==> src/rtl/hdsoc_spi_pkg.sv <==
// Shared types for the hdsoc SPI target: FSM state, SPI mode and default frame width.
package hdsoc_spi_pkg;

  localparam int DEF_DATA_W = 8;

  typedef enum logic [1:0] {
    IDLE   = 2'd0,
    LOAD   = 2'd1,
    ACTIVE = 2'd2
  } state_t;

  typedef struct packed {
    logic cpol;
    logic cpha;
  } spi_mode_t;

endpackage

==> src/rtl/hdsoc_spi_target_if.sv <==
// Byte-side bundle of the SPI target: TX holding-buffer handshake and RX byte strobe.
interface hdsoc_spi_target_if #(
  parameter int DATA_W = hdsoc_spi_pkg::DEF_DATA_W
);

  logic [DATA_W-1:0] din_i;
  logic              din_valid_i;
  logic              din_ready_o;
  logic [DATA_W-1:0] dout_o;
  logic              dout_valid_o;

  modport master (
    output din_i,
    output din_valid_i,
    input  din_ready_o,
    input  dout_o,
    input  dout_valid_o
  );

  modport slave (
    input  din_i,
    input  din_valid_i,
    output din_ready_o,
    output dout_o,
    output dout_valid_o
  );

endinterface

==> src/rtl/hdsoc_sync_edge.sv <==
// Multi-flop synchroniser for one asynchronous input, with rise/fall pulses.
// Latency: SYNC_STAGES cycles to q, edge pulses in the same cycle q changes.
// Backpressure: none; free-running.
module hdsoc_sync_edge #(
  parameter int   SYNC_STAGES = 2,
  parameter logic RST_VAL     = 1'b0
) (
  input  logic clk_i,
  input  logic rst_i,
  input  logic d,
  output logic q,
  output logic rise,
  output logic fall
);

  logic [SYNC_STAGES-1:0] sync_q;
  logic                   edge_q;

  always_ff @(posedge clk_i or negedge rst_i) begin
    if (!rst_i) begin
      sync_q <= {SYNC_STAGES{RST_VAL}};
      edge_q <= RST_VAL;
    end else begin
      sync_q <= {sync_q[SYNC_STAGES-2:0], d};
      edge_q <= sync_q[SYNC_STAGES-1];
    end
  end

  assign q    = sync_q[SYNC_STAGES-1];
  assign rise = q & ~edge_q;
  assign fall = ~q & edge_q;

endmodule

==> src/rtl/hdsoc_spi_target.sv <==
// SPI target endpoint, all CPOL/CPHA modes, oversampled by clk_i; HDSOC_SPI_TGT_STATUS_EN adds overrun/underrun.
// Latency: dout_valid_o one cycle after the synchronised last sample edge; miso follows shift edges by SYNC_STAGES+1.
// Backpressure: none toward the SPI host; din_ready_o drops while the one-entry TX buffer is full.
module hdsoc_spi_target
  import hdsoc_spi_pkg::*;
#(
  parameter int DATA_W      = DEF_DATA_W,
  parameter int SYNC_STAGES = 2
) (
  input  logic                clk_i,
  input  logic                rst_i,
  input  logic                cpol_i,
  input  logic                cpha_i,
  hdsoc_spi_target_if.slave   bus,
  output logic                busy_o,
  input  logic                sclk_i,
  input  logic                ss_ni,
  input  logic                mosi_i,
  output logic                miso_o,
  output logic                miso_oe_o
`ifdef HDSOC_SPI_TGT_STATUS_EN
  ,
  output logic                overrun_o,
  output logic                underrun_o
`endif
);

  localparam int CNT_W = $clog2(DATA_W);

  spi_mode_t mode;
  assign mode.cpol = cpol_i;
  assign mode.cpha = cpha_i;

  logic ss_q, ss_rise, ss_fall;
  logic sclk_q, sclk_rise, sclk_fall;
  logic [SYNC_STAGES-1:0] mosi_sync;
  logic mosi_s;

  hdsoc_sync_edge #(.SYNC_STAGES(SYNC_STAGES), .RST_VAL(1'b1)) u_ss_sync (
    .clk_i (clk_i),
    .rst_i (rst_i),
    .d     (ss_ni),
    .q     (ss_q),
    .rise  (ss_rise),
    .fall  (ss_fall)
  );

  hdsoc_sync_edge #(.SYNC_STAGES(SYNC_STAGES), .RST_VAL(1'b0)) u_sclk_sync (
    .clk_i (clk_i),
    .rst_i (rst_i),
    .d     (sclk_i),
    .q     (sclk_q),
    .rise  (sclk_rise),
    .fall  (sclk_fall)
  );

  // mosi is delayed by the same depth as sclk so the sample lines up with the detected edge
  always_ff @(posedge clk_i or negedge rst_i) begin
    if (!rst_i) begin
      mosi_sync <= '0;
    end else begin
      mosi_sync <= {mosi_sync[SYNC_STAGES-2:0], mosi_i};
    end
  end
  assign mosi_s = mosi_sync[SYNC_STAGES-1];

  // An edge is leading when sclk has just left its idle level
  logic sclk_toggle, lead_edge, trail_edge, sample_edge, shift_edge;
  assign sclk_toggle = sclk_rise | sclk_fall;
  assign lead_edge   = sclk_toggle & (sclk_q ^ mode.cpol);
  assign trail_edge  = sclk_toggle & ~(sclk_q ^ mode.cpol);
  assign sample_edge = mode.cpha ? trail_edge : lead_edge;
  assign shift_edge  = mode.cpha ? lead_edge  : trail_edge;

  state_t            state_q, state_d;
  logic [CNT_W-1:0]  cnt_q;
  logic              byte_done_q;
  logic [DATA_W-1:0] rx_sr, tx_sr, dout_q, buf_q;
  logic              buf_full_q, dout_vld_q, miso_q;
  logic              do_load, do_sample, do_shift, do_clear;
  logic [DATA_W-1:0] load_val, rx_next;

  assign load_val = buf_full_q ? buf_q : '0;
  assign rx_next  = {rx_sr[DATA_W-2:0], mosi_s};

  always_ff @(posedge clk_i or negedge rst_i) begin
    if (!rst_i) begin
      state_q <= IDLE;
    end else begin
      state_q <= state_d;
    end
  end

  always_comb begin
    state_d   = state_q;
    do_load   = 1'b0;
    do_sample = 1'b0;
    do_shift  = 1'b0;
    do_clear  = 1'b0;
    if (ss_rise) begin
      state_d  = IDLE;
      do_clear = 1'b1;
    end else begin
      case (state_q)
        IDLE: begin
          if (ss_fall) state_d = LOAD;
        end
        LOAD: begin
          do_load = 1'b1;
          state_d = ACTIVE;
        end
        ACTIVE: begin
          if (sample_edge) begin
            do_sample = 1'b1;
          end else if (shift_edge) begin
            // counter==0 before any completed byte is the CPHA=1 first leading edge
            if (cnt_q != '0) do_shift = 1'b1;
            else if (byte_done_q) do_load = 1'b1;
          end
        end
        default: state_d = IDLE;
      endcase
    end
  end

  always_ff @(posedge clk_i or negedge rst_i) begin
    if (!rst_i) begin
      cnt_q       <= '0;
      byte_done_q <= 1'b0;
      rx_sr       <= '0;
      tx_sr       <= '0;
      miso_q      <= 1'b0;
      dout_q      <= '0;
      dout_vld_q  <= 1'b0;
    end else begin
      dout_vld_q <= 1'b0;
      if (do_clear || state_q == IDLE) begin
        cnt_q       <= '0;
        byte_done_q <= 1'b0;
        miso_q      <= 1'b0;
      end
      if (do_load) begin
        tx_sr  <= load_val;
        miso_q <= load_val[DATA_W-1];
      end
      if (do_shift) begin
        tx_sr  <= tx_sr << 1;
        miso_q <= tx_sr[DATA_W-2];
      end
      if (do_sample) begin
        rx_sr <= rx_next;
        if (cnt_q == CNT_W'(DATA_W-1)) begin
          cnt_q       <= '0;
          byte_done_q <= 1'b1;
          dout_q      <= rx_next;
          dout_vld_q  <= 1'b1;
        end else begin
          cnt_q <= cnt_q + CNT_W'(1);
        end
      end
    end
  end

  // A load in the same cycle as an accept leaves the buffer empty
  always_ff @(posedge clk_i or negedge rst_i) begin
    if (!rst_i) begin
      buf_full_q <= 1'b0;
      buf_q      <= '0;
    end else if (do_load) begin
      buf_full_q <= 1'b0;
    end else if (bus.din_valid_i && !buf_full_q) begin
      buf_full_q <= 1'b1;
      buf_q      <= bus.din_i;
    end
  end

  assign bus.din_ready_o  = ~buf_full_q;
  assign bus.dout_o       = dout_q;
  assign bus.dout_valid_o = dout_vld_q;
  assign busy_o           = ~ss_q;
  assign miso_oe_o        = ~ss_q;
  assign miso_o           = miso_q;

`ifdef HDSOC_SPI_TGT_STATUS_EN
  logic underrun_q;

  always_ff @(posedge clk_i or negedge rst_i) begin
    if (!rst_i) begin
      underrun_q <= 1'b0;
    end else if (do_clear) begin
      underrun_q <= 1'b0;
    end else if (do_load && !buf_full_q) begin
      underrun_q <= 1'b1;
    end
  end

  // No RX backpressure exists yet, so overrun cannot occur
  assign overrun_o  = 1'b0;
  assign underrun_o = underrun_q;
`endif

endmodule

==> src/flat_wrapper.sv <==
// flat-port wrapper written by rule: the top's interface ports become plain ports
module hdsoc_spi_target_flat import hdsoc_spi_pkg::*;
#(
  parameter int DATA_W      = DEF_DATA_W,
  parameter int SYNC_STAGES = 2
)
  (clk_i, rst_i, cpol_i, cpha_i, busy_o, sclk_i, ss_ni, mosi_i, miso_o, miso_oe_o, bus_din_i, bus_din_valid_i, bus_din_ready_o, bus_dout_o, bus_dout_valid_o);
  hdsoc_spi_target_if #(.DATA_W(DATA_W)) bus_i ();
  input  logic clk_i;
  input  logic rst_i;
  input  logic cpol_i;
  input  logic cpha_i;
  output logic busy_o;
  input  logic sclk_i;
  input  logic ss_ni;
  input  logic mosi_i;
  output logic miso_o;
  output logic miso_oe_o;
  input wire logic [$bits(bus_i.din_i)-1:0] bus_din_i;
  input wire logic [$bits(bus_i.din_valid_i)-1:0] bus_din_valid_i;
  output wire logic [$bits(bus_i.din_ready_o)-1:0] bus_din_ready_o;
  output wire logic [$bits(bus_i.dout_o)-1:0] bus_dout_o;
  output wire logic [$bits(bus_i.dout_valid_o)-1:0] bus_dout_valid_o;
  assign bus_i.din_i = bus_din_i;
  assign bus_i.din_valid_i = bus_din_valid_i;
  assign bus_din_ready_o = bus_i.din_ready_o;
  assign bus_dout_o = bus_i.dout_o;
  assign bus_dout_valid_o = bus_i.dout_valid_o;
  hdsoc_spi_target #(.DATA_W(DATA_W), .SYNC_STAGES(SYNC_STAGES)) u_core (.clk_i(clk_i), .rst_i(rst_i), .cpol_i(cpol_i), .cpha_i(cpha_i), .bus(bus_i), .busy_o(busy_o), .sclk_i(sclk_i), .ss_ni(ss_ni), .mosi_i(mosi_i), .miso_o(miso_o), .miso_oe_o(miso_oe_o));
endmodule
==> config.mk <==
export PLATFORM = sky130hd
export DESIGN_NAME = hdsoc_spi_target_flat
export DESIGN_NICKNAME = d
export VERILOG_FILES = /design/src/rtl/hdsoc_spi_pkg.sv /design/src/rtl/hdsoc_spi_target_if.sv /design/src/rtl/hdsoc_sync_edge.sv /design/src/rtl/hdsoc_spi_target.sv /design/src/flat_wrapper.sv
export SDC_FILE = /design/constraint.sdc
export NUM_CORES = 1
export LEC_CHECK = 0
export ABC_CLOCK_PERIOD_IN_PS = 2900
export CAP_MARGIN = 20
export CELL_PAD_IN_SITES_DETAIL_PLACEMENT = 1
export CELL_PAD_IN_SITES_GLOBAL_PLACEMENT = 1
export CORE_MARGIN = 2
export CORE_UTILIZATION = 43
export DETAILED_ROUTE_END_ITERATION = 8
export PLACE_DENSITY = 0.74
export SYNTH_ARGS = -nofsm -noshare
export SYNTH_HDL_FRONTEND = slang
export SYNTH_HIERARCHICAL = 1
export SYNTH_SLANG_ARGS = --single-unit
==> constraint.sdc <==
create_clock -name clk_i -period 2.9 [get_ports clk_i]
set_clock_uncertainty 0.1 [all_clocks]
set_input_delay 0.58 -clock clk_i [delete_from_list [all_inputs] [get_ports clk_i]]
set_output_delay 0.58 -clock clk_i [all_outputs]
set_load 0.01 [all_outputs]
==> results.toml <==
[grt]
grt-ovfl-total = 0
antenna_found_initial = 0
track_usage_pct = 17.8
grt_max_degree = 40
grt_pass1_vias = 1526
grt_pass1_wl_um = 7310

[clocking]
cts-root-buf = "clkbuf_8"
post-cts-setup-buffer-count = 0
clkTransAtPathRegs_ps = 90
clock_latency_ps = 310
cts_tree = "yes"
cts_made_buffers = 5
clock-sinks = 47
clockBufferDepth = 2
h-tree-depth = 2

[outcome]
status = "finished, final reports clean"

[sta]
min_period_over_period_pct = 83.5
tightestPinTransition_ps = 569
rsz0062_at_grt = "false"
slew_headroom_pct = 61.9
hold_viol = 0
final.min_clock_period_ps = 2420
final-setup-viol-count = 0
drv_slew = 0
hold_ws_ps = 261
fmax_ghz = 0.413
setup_tns_ps = 0

[setup_path]
worstPathCellList = "clkdlybuf4s50_1 > xnor3_2 > nand4_4 > and4_1 > mux2_2"
slowest_stage = "clkdlybuf4s50_1"
cp-start-kind = "input pin"
cp.required_ps = 2990
critPathBufInv = 1
cp_top_family = "simple AND/OR/NAND/NOR gates"
arrival_ps = 2510
end_kind = "register"
cp_slowest_stage_delay_ps = 480
crit_fanout = 8
crit_type = "in -> reg"

[placement]
numPortBuffers = 28
gp_congestion = 0.739
hpwl_um = 3190
placed_cells = 258

[die]
fp.dieH_um = 74.2
io_pins = 29
die-area_um2 = 5500
coreArea_um2 = 4720
num_rows = 25
die_w_um = 74.2
start_util_pct = 44.8

[final_layout]
stdcell_count = 267
layout_commonest_cell = "dfrtp_1"
nets = 222
n_antenna_cell = 0
area_growth_pct = 20.9
final_cell_mix = "dfrtp_1, clkdlybuf4s50_1, mux2_2"
drive_gt1_share_pct = 23.5

[drt]
wire_per_inst_um = 15.7
first_pass_iters = 4
num_vias = 1382
drtIter0Drc = 40
drc_errors = 0
ant_nets = 0
viasPerCell = 5.18
drt_wl_total_um = 4190

[yosys]
ys_warn_count = 6
synth_enable_flop_cells = 0
synth_ff_type = "dfrtp_1"
yosysTopAreaCell = "dfrtp_1"
synth_area_per_cell_um2 = 12.6
synthesis.area_um2 = 2120
synth-seq-cells = 47
synth_seq_area_share_pct = 55.7
synthTopCellsByArea = "dfrtp_1, mux2_2, ha_1"
yosysTopAreaCellShare_pct = 52.0
synth_cells = 168
synth_nets = 191
async_flop_share_pct = 100
yosysUniqueCellTypes = 37

[power]
leakage_uw = 0.00118
power.total_uw = 1740
power_frac_clock_pct = 24.0
swShare_pct = 31.5
p_switching_uw = 548
p_int_uw = 1190
ir_worst_vdd_uv = 310
power_density_nw_per_um2 = 679
p_comb_share_pct = 24.4
sequentialPowerShare_pct = 51.6

[job]
maxCapViolCount = 0

[worst_hold_path]
min_path_type = "reg -> reg"
[final timing paths]
check	start	endpoint	slack, ps	depth (start not counted)
worst max register to register	u_core/u_ss_sync/sync_q[1]$_DFF_PN1_	u_core/buf_q[4]$_DFFE_PN0P_	580	5
worst max-delay path	cpol_i	u_core/buf_q[4]$_DFFE_PN0P_	480	5
max in group asynchronous	rst_i	u_core/tx_sr[3]$_DFFE_PN0P_	1420	3
worst min-delay path	u_core/u_ss_sync/sync_q[0]$_DFF_PN1_	u_core/u_ss_sync/sync_q[1]$_DFF_PN1_	260	0
min in group asynchronous	rst_i	u_core/state_q[0]$_DFFE_PN0P_	550	2
worst min register to register	u_core/u_ss_sync/sync_q[0]$_DFF_PN1_	u_core/u_ss_sync/sync_q[1]$_DFF_PN1_	260	0
[metal layers]
metal,GRT usage (%),part of all wire [%]
met1,23.5,46
met2,28.3,48
met3,4.61,4.1
met4,6.87,1.4
met5,0,0
[cell families after synthesis]
family,count (synthesis),synth area share (%)
AO/OA/AOI/OAI,28,8.57
XOR/XNOR,2,2.30
adder cells (fa/ha/maj),7,4.14
buffers and inverters,15,3.19
flip-flops,47,55.7
multiplexers,25,13.2
AND/OR/NAND/NOR,44,12.9
[Yosys cell counts (2+ instances only)]
master / number
and2b_2: 2
o211ai_1: 7
a21oi_1: 8
dfstp_2: 3
buf_2: 2
mux2i_1: 2
dfrtp_1: 44
nand2_1: 11
buf_4: 2
nor2b_1: 4
and4_1: 2
ha_1: 7
a31oi_1: 6
nor2_1: 13
mux2_2: 23
inv_1: 8
o21ai_0: 3
or2_2: 2
[area by class of cell]
| type | count | area [um^2] |
|---|---|---|
| Clock buffer | 5 | 68.8 |
| Clock inverter | 3 | 26.3 |
| Fill cell | 492 | 2160 |
| Inverter | 8 | 30.0 |
| Multi-Input combinational cell | 106 | 870 |
| Sequential cell | 47 | 1180 |
| Tap cell | 67 | 83.8 |
| Timing Repair Buffer | 31 | 300 |
[power groups by stage]
stage          registers, uW  logic [uW]  clock network (uW)
3_3_place_gp             894         397                   0
3_5_place_dp             908         428                   0
5_1_grt                  917         474                 462
4_1_cts                  896         431                 432
6_report                 896         424                 416
2_1_floorplan            864         317                   0
[through the flow]
| stage | utilization [%] | setup slack [ps] | instance area (um^2) |
|---|---|---|---|
| 2_1_floorplan | - | 782 | 2120 |
| 3_3_place_gp | 51.9 | 239 | 2450 |
| 3_5_place_dp | 51.9 | 142 | 2450 |
| 4_1_cts | 54.2 | 480 | 2560 |
| 5_1_grt | 54.2 | 416 | 2560 |
| 6_report | 54.2 | 480 | 2560 |
[state kept, by name, indices dropped and copies added (netlist names), 2 cells and up]
register	flops
u_core/rx_sr	7
u_core/buf_q	8
u_core/u_ss_sync/sync_q	2
u_core/bus.dout_o	8
u_core/u_sclk_sync/sync_q	2
u_core/tx_sr	7
u_core/mosi_sync	2
u_core/state_q	2
u_core/cnt_q	3
[what timing repair did]
action / CTS / global route
gates resized for setup: 0 / 0
hold buffers: 1 / 0
endpoints found under the hold margin: 2 / 0
(Power assumes the default switching activity.)
